==> src/rtl/score_bcd_counter.sv <==
// +--------------------------------------------------------------------------+
// | score_bcd_counter: queued BCD score with high-score copy and blanking     |
// | Revision: 1.0                                                            |
// +--------------------------------------------------------------------------+
`default_nettype none

module score_bcd_counter #(
  parameter int         NUM_DIGITS = 8,
  parameter int         ADD_WIDTH  = 16,
  parameter int         PEND_WIDTH = 21,
  parameter int         TICK_DIV   = 1,
  parameter logic [3:0] BLANK_CODE = 4'hF
) (
  input  logic                    clk_25_175,
  input  logic                    reset,
  input  logic                    add_valid,
  input  logic [ADD_WIDTH-1:0]    add_points,
  input  logic                    clear,
  input  logic                    hold,
  output logic [4*NUM_DIGITS-1:0] digits_out,
  output logic [4*NUM_DIGITS-1:0] hi_digits_out,
  output logic                    busy,
  output logic                    saturated
);

  localparam int                  DW       = 4 * NUM_DIGITS;
  localparam int                  SW       = PEND_WIDTH + 1;
  localparam int                  PS_W     = (TICK_DIV > 1) ? $clog2(TICK_DIV) : 1;
  localparam logic [PS_W-1:0]     PS_LAST  = PS_W'(TICK_DIV - 1);
  localparam logic [PEND_WIDTH-1:0] PEND_MAX = '1;

  logic [DW-1:0]         score_q, score_d;
  logic [DW-1:0]         hi_q, hi_d;
  logic [PEND_WIDTH-1:0] pending_q, pending_d;
  logic [PS_W-1:0]       presc_q, presc_d;
  logic                  sat_q, sat_d;

  logic [DW-1:0]         score_inc;
  logic [SW-1:0]         pend_sum;
  logic                  pend_nz, tick, carry, inc_nines;

  // Leading zeros above digit 0 are replaced by the blank code.
  function automatic logic [DW-1:0] blank_digits(input logic [DW-1:0] d);
    logic lead;
    lead         = 1'b1;
    blank_digits = d;
    for (int i = NUM_DIGITS - 1; i >= 1; i--) begin
      lead = lead & (d[4*i +: 4] == 4'd0);
      if (lead) blank_digits[4*i +: 4] = BLANK_CODE;
    end
  endfunction

  always_comb begin
    pend_nz   = (pending_q != '0);
    tick      = pend_nz && !hold && (presc_q == PS_LAST);

    // Ripple BCD increment; carry survives only if every digit was 9.
    score_inc = score_q;
    carry     = 1'b1;
    inc_nines = 1'b1;
    for (int i = 0; i < NUM_DIGITS; i++) begin
      if (carry) begin
        if (score_q[4*i +: 4] == 4'd9) begin
          score_inc[4*i +: 4] = 4'd0;
        end else begin
          score_inc[4*i +: 4] = score_q[4*i +: 4] + 4'd1;
          carry               = 1'b0;
        end
      end
      if (score_inc[4*i +: 4] != 4'd9) inc_nines = 1'b0;
    end

    pend_sum = {1'b0, pending_q} + (add_valid ? SW'(add_points) : SW'(0)) - SW'(tick);

    score_d   = score_q;
    hi_d      = hi_q;
    pending_d = pending_q;
    presc_d   = presc_q;
    sat_d     = sat_q;

    if (clear) begin
      // Packed BCD orders the same as its decimal value.
      if (score_q > hi_q) hi_d = score_q;
      score_d   = '0;
      pending_d = '0;
      presc_d   = '0;
      sat_d     = 1'b0;
    end else begin
      pending_d = pend_sum[PEND_WIDTH] ? PEND_MAX : pend_sum[PEND_WIDTH-1:0];
      if (!pend_nz)      presc_d = '0;
      else if (hold)     presc_d = presc_q;
      else if (tick)     presc_d = '0;
      else               presc_d = presc_q + PS_W'(1);
      if (tick) begin
        if (!carry) score_d = score_inc;
        sat_d = sat_q | carry | inc_nines;
      end
    end
  end

  always_ff @(posedge clk_25_175 or posedge reset) begin
    if (reset) begin
      score_q   <= '0;
      hi_q      <= '0;
      pending_q <= '0;
      presc_q   <= '0;
      sat_q     <= 1'b0;
    end else begin
      score_q   <= score_d;
      hi_q      <= hi_d;
      pending_q <= pending_d;
      presc_q   <= presc_d;
      sat_q     <= sat_d;
    end
  end

  assign digits_out    = blank_digits(score_q);
  assign hi_digits_out = blank_digits(hi_q);
  assign busy          = (pending_q != '0);
  assign saturated     = sat_q;

endmodule

`default_nettype wire

==> config.mk <==
export PLATFORM = sky130hd
export DESIGN_NAME = score_bcd_counter
export DESIGN_NICKNAME = d
export VERILOG_FILES = /design/src/rtl/score_bcd_counter.sv
export SDC_FILE = /design/constraint.sdc
export NUM_CORES = 1
export LEC_CHECK = 0
export CAP_MARGIN = 25
export CELL_PAD_IN_SITES_DETAIL_PLACEMENT = 1
export CELL_PAD_IN_SITES_GLOBAL_PLACEMENT = 2
export CORE_MARGIN = 2
export CORE_UTILIZATION = 31
export DETAILED_ROUTE_END_ITERATION = 6
export GPL_TIMING_DRIVEN = 0
export PLACE_DENSITY_LB_ADDON = 0.1
export SLEW_MARGIN = 5
export SYNTH_ARGS = -nofsm -noshare
export SYNTH_HDL_FRONTEND = slang
export SYNTH_SLANG_ARGS = --single-unit
==> constraint.sdc <==
create_clock -name clk_25_175 -period 4.15 [get_ports clk_25_175]
set_clock_uncertainty 0.15 [all_clocks]
set_input_delay 0.6225 -clock clk_25_175 [delete_from_list [all_inputs] [get_ports clk_25_175]]
set_output_delay 0.6225 -clock clk_25_175 [all_outputs]
set_load 0.05 [all_outputs]
==> results of run 1 <==
## sequential cells by signal (all words and copies together), names as in the netlist
name and flops:
saturated 1, presc_q 1, score_q 32, hi_q 32, pending_q 21
## timing repair
action                     CTS  global route
setup endpoints to repair   47            69
gates cloned                 0             1
gates resized for setup     67            38
pin swaps                   21            27
hold buffers                 0             0
buffers inserted            23             9
## cell type report
class	instances	area, µm²	area share, %
plain buffers	43	250	2.69
multi-input cells	618	4690	50.5
well taps	285	357	3.83
repair buffers	119	1130	12.1
inverters	96	363	3.90
clock inverters	5	80.1	0.861
flip-flops and latches	87	2180	23.4
clock buffers	11	253	2.72
## worst reg2reg max path, stage by stage (launching register included)
cell	delay, ns
sky130_fd_sc_hd__dfrtp_1	0.41
sky130_fd_sc_hd__inv_2	0.09
sky130_fd_sc_hd__ha_4	0.12
sky130_fd_sc_hd__nor4b_4	0.25
sky130_fd_sc_hd__nand4_1	0.22
sky130_fd_sc_hd__o31ai_4	0.28
sky130_fd_sc_hd__inv_2	0.07
sky130_fd_sc_hd__ha_4	0.27
sky130_fd_sc_hd__inv_2	0.03
sky130_fd_sc_hd__ha_4	0.16
sky130_fd_sc_hd__inv_2	0.05
sky130_fd_sc_hd__fa_2	0.20
sky130_fd_sc_hd__nor2b_2	0.05
sky130_fd_sc_hd__o31a_1	0.27
sky130_fd_sc_hd__o31a_1	0.33
sky130_fd_sc_hd__or3_1	0.39
sky130_fd_sc_hd__a21oi_2	0.18
sky130_fd_sc_hd__xnor2_2	0.17
sky130_fd_sc_hd__nor4_2	0.06
sky130_fd_sc_hd__nor3_1	0.18
## final timing paths
check,start,to,slack [ns]
setup / recovery,pending_q[16],pending_q[12],0.13
hold / removal,presc_q,presc_q,0.37
setup reg to reg,pending_q[16],pending_q[12],0.13
hold reg to reg,presc_q,presc_q,0.37
max in group asynchronous,reset,hi_q[10],2.62
min in group asynchronous,reset,pending_q[2],0.57
## layer usage
metal  vias to the layer above  GRT usage (%)  routed length, µm
met4                         0           3.93                271
met3                        15           3.14                694
met2                       114           33.5              10900
met1                      3268           27.7              11800
met5                         -              0                  0
li1                       3184              -                  -
## power groups by stage
stage,Sequential (W),Combinational (W),Clock [W]
after global routing,0.00106,0.00368,0.00100
after CTS,0.00105,0.00290,0.000963
after detailed placement,0.00105,0.00256,0
final,0.00105,0.00335,0.000941
after global placement,0.00105,0.00248,0
after floorplan,0.00102,0.00193,0
## metrics by stage
step,setup slack [ns],utilization [%],hold slack [ns],total power [W]
final,0.134,41.1,0.369,0.00534
after global routing,-0.0752,41.1,0.392,0.00573
after CTS,-0.0885,39.9,0.376,0.00491
after detailed placement,-1.22,37.1,0.366,0.00361
after global placement,-1.64,37.0,0.342,0.00352
after floorplan,-0.0569,-,0.329,0.00295
## kinds of logic (layout without fill, tap and decap cells)
logic type | count (synthesis) | after routing | synth area share (%)
xor+xnor | 35 | 35 | 4.28
compound gates | 157 | 157 | 14.2
fa+ha+maj | 75 | 75 | 13.2
mux | 37 | 37 | 5.63
flops | 87 | 87 | 30.4
buf+inv | 140 | 274 | 8.42
simple gates | 314 | 314 | 23.8
## cell usage in the layout, fill, tap and decap left out, drive strengths merged, types with 3 or more instances in the layout
cell           netlist  final
o21bai               5      5
or2b                 3      3
and2                 4      4
mux2i               11     11
o31ai                4      4
and3                 4      4
nand4               14     14
clkbuf              19     29
clkdlybuf4s15        0      6
nand2               80     80
nor2b               18     18
nor4                19     19
dfrtp               87     87
or3                  5      5
a211oi              12     12
a21o                14     14
o21ai               33     33
mux2                26     26
dlygate4sd2          0     14
o211ai               9      9
xor2                17     17
or2                 19     19
a21oi               46     46
buf                 25     59
a31oi               10     10
o41ai                5      5
nand3               20     20
nand2b              13     13
o21a                 4      4
nor2                61     61
xnor2               18     18
ha                  74     74
nor3                33     33
clkdlybuf4s50        0     65
nor3b                4      4
inv                 96     96
o31a                 4      4
==> impl.org, run 1 <==
** Setup path
- Number of stages on the worst setup path :: 19
- Critical path data required time :: 4.27 ns
- Of all nets on the critical path, the largest fanout is 2.
- Cell with the most instances on the worst path :: sky130_fd_sc_hd__inv_2
- The largest single stage delay on the critical path is 0.41 ns.
- Measured in cells, the most critical reg-to-reg path has a length of 19.
- Traced cell by cell, the critical path runs through inv_2 > ha_4 > nor4b_4 > nand4_1 > o31ai_4 > inv_2 > ha_4 > inv_2 > ha_4 > inv_2 > fa_2 > nor2b_2 > o31a_1 > o31a_1 > or3_1 > a21oi_2 > xnor2_2 > nor4_2 > nor3_1.
- Crit path arrival time :: 4.13 ns
- In this design, the largest share of critical-path delay is due to simple AND/OR/NAND/NOR gates.
- STA classifies the critical path startpoint as a register.
- Type of element capturing the critical path :: register
- Together, buffers and inverters on the worst path number 4.
- For this design, the slowest cell found on the critical path is sky130_fd_sc_hd__dfrtp_1.
- The critical path is of the reg2reg type.

** STA
- Final Hold Violating Endpoints :: 0
- RSZ-0062 raised after global routing :: yes
- Derived from the worst setup path, the maximum achievable clock frequency is 0.249 GHz.
- In this run the tightest slew margin relative to its limit is 47.9%.
- After routing, the total negative slack on setup checks comes to 0 ns.
- Actual slew at the worst max-slew pin :: 0.781 ns
- Final count of pins violating max slew :: 0
- The worst path in the final design needs a cycle of 4.02 ns, including I/O delays and setup.
- Setup violations remaining at the end of the flow were counted as 0.
- After layout, the worst path uses 96.8% of the clock period.

** Synthesis
- Warning count from the yosys run :: 0
- Summing every instance area after synthesis gives 7160 µm².
- Share of synthesized flip-flops with an asynchronous set or reset :: 100%
- Mean cell area of the mapped netlist :: 8.48 µm²
- Mapped Cells :: 845
- In this run, distinct cell masters in the synthesized netlist total 70.
- Post-Synthesis Net Count :: 941
- Leading area contributor after synthesis :: sky130_fd_sc_hd__dfrtp_1
- Number of storage elements in the synthesis netlist :: 87
- Most frequent cell after synthesis :: sky130_fd_sc_hd__inv_1
- Share of the synthesized area in the top cell type :: 30.4%
- Number of enable-type register cells in the synthesized netlist :: 0
- Among all flip-flop cells after synthesis, the most frequent one is sky130_fd_sc_hd__dfrtp_1.
- Cell types occupying the most area after synthesis :: sky130_fd_sc_hd__dfrtp_1 (30%), sky130_fd_sc_hd__ha_1 (13%), sky130_fd_sc_hd__inv_1 (5.0%)
- Sequential elements use 30.4% of the synthesized area.
- Most used standard cells in the synthesized netlist :: sky130_fd_sc_hd__inv_1 (96), sky130_fd_sc_hd__dfrtp_1 (87), sky130_fd_sc_hd__nand2_1 (78), sky130_fd_sc_hd__ha_1 (74), sky130_fd_sc_hd__nor2_1 (60)

** Cells and area
- The repair_antennas step left the layout with diodes totalling 0.
- Post-route design area :: 9300 µm²
- Leaving out filler cells and counting taps, the final layout contains 1264.
- At the end of the flow, the number of nets in the layout was 1070.
- Area delta synth->final :: 29.9%
- Cells with a size suffix above 1 make up 20.3% of the layout.
- The filler cells instantiated in the layout total 2639.

** Route
- The final layout contains routed wiring with a total length of 23.7 mm.
- Detailed-route via count :: 6581
- Routed wirelength normalized by instance count :: 18.8 µm
- Drt via density :: 5.21
- Remaining routing DRC violations :: 0
- The first routing iteration left 284 violations.
- For this run, the detailed router's first-pass iteration total came to 4.
- In this run the remaining antenna-violating nets after routing total 0.

** Global routing
- The number of global-route vias before repair was 7072.
- For this run the aggregate overflow at the end of global routing stands at 0.
- Total track usage :: 20.1%
- Largest net degree at the start of global routing :: 48
- Global-route wire length before repair :: 38.3 mm
- Initial antenna violation count :: 0

** Clock network
- CTS Sinks :: 87
- Clock insertion delay at the later pin of the skew report :: 0.36 ns
- Clock tree synthesis inserted a total of 9 buffers.
- Clock-pin transition on the worst setup and hold timing paths :: 0.07 ns
- Clock tree synthesis selected as its root buffer the cell sky130_fd_sc_hd__clkbuf_16.
- The clock tree synthesis step divided the H-tree into 3 levels.
- In this run the deepest clock path goes through 2 buffers.
- Clock tree from TritonCTS :: yes

** Pwr
- Portion of total power attributed to combinational logic :: 62.7%
- Peak supply drop :: 0.269 mV
- Internal power comes to 0.00291 W.
- In this run, flip-flops and latches consume 19.6% of the power.
- In this run switching power makes up 45.4% of total power.
- Switching component of the power :: 0.00242 W
- Summed over all cells, the static leakage comes to 4.20 nW.
- Power density cells :: 574 nW/µm²
- The clock network is responsible for 17.6% of the overall power.

** Hold path
- The min-delay analysis places its worst path in the category reg2reg.
- Number of instances on the worst hold path :: 2

** Job
- The tool flagged a number of max-cap violations equal to 0.

** Placement
- The HPWL after detailed placement is 17.7 mm.
- Placed inst area :: 8400 µm²
- Routability-driven placement finished with a final weighted congestion of 0.813.
- After detailed placement, the design holds a cell count of 1216.
- # port buffers :: 85

** Floorplan
- The initial utilization of the core area, before any placement, comes to 31.6%.
- After floorplanning, the core was divided into 55 placement rows.
- The die is 156 µm tall.
- Die outline area :: 24300 µm²
- Area of the core region :: 22600 µm²
- Number of top-level pins :: 87
- Overall die width :: 156 µm

** Run status
- Outcome :: complete, no violations
No activity file was read; power rests on OpenSTA's default activity.
==> run 2, diff against run 1 <==
--- a/config.mk
+++ b/config.mk
@@ -12,6 +12,7 @@
 export CORE_UTILIZATION = 31
 export DETAILED_ROUTE_END_ITERATION = 6
 export GPL_TIMING_DRIVEN = 0
+export HOLD_SLACK_MARGIN = 0.02
 export PLACE_DENSITY_LB_ADDON = 0.1
 export SLEW_MARGIN = 5
 export SYNTH_ARGS = -nofsm -noshare
==> results of run 2 <==
No change in the layout: final DEF, timing and power equal those of run 1.
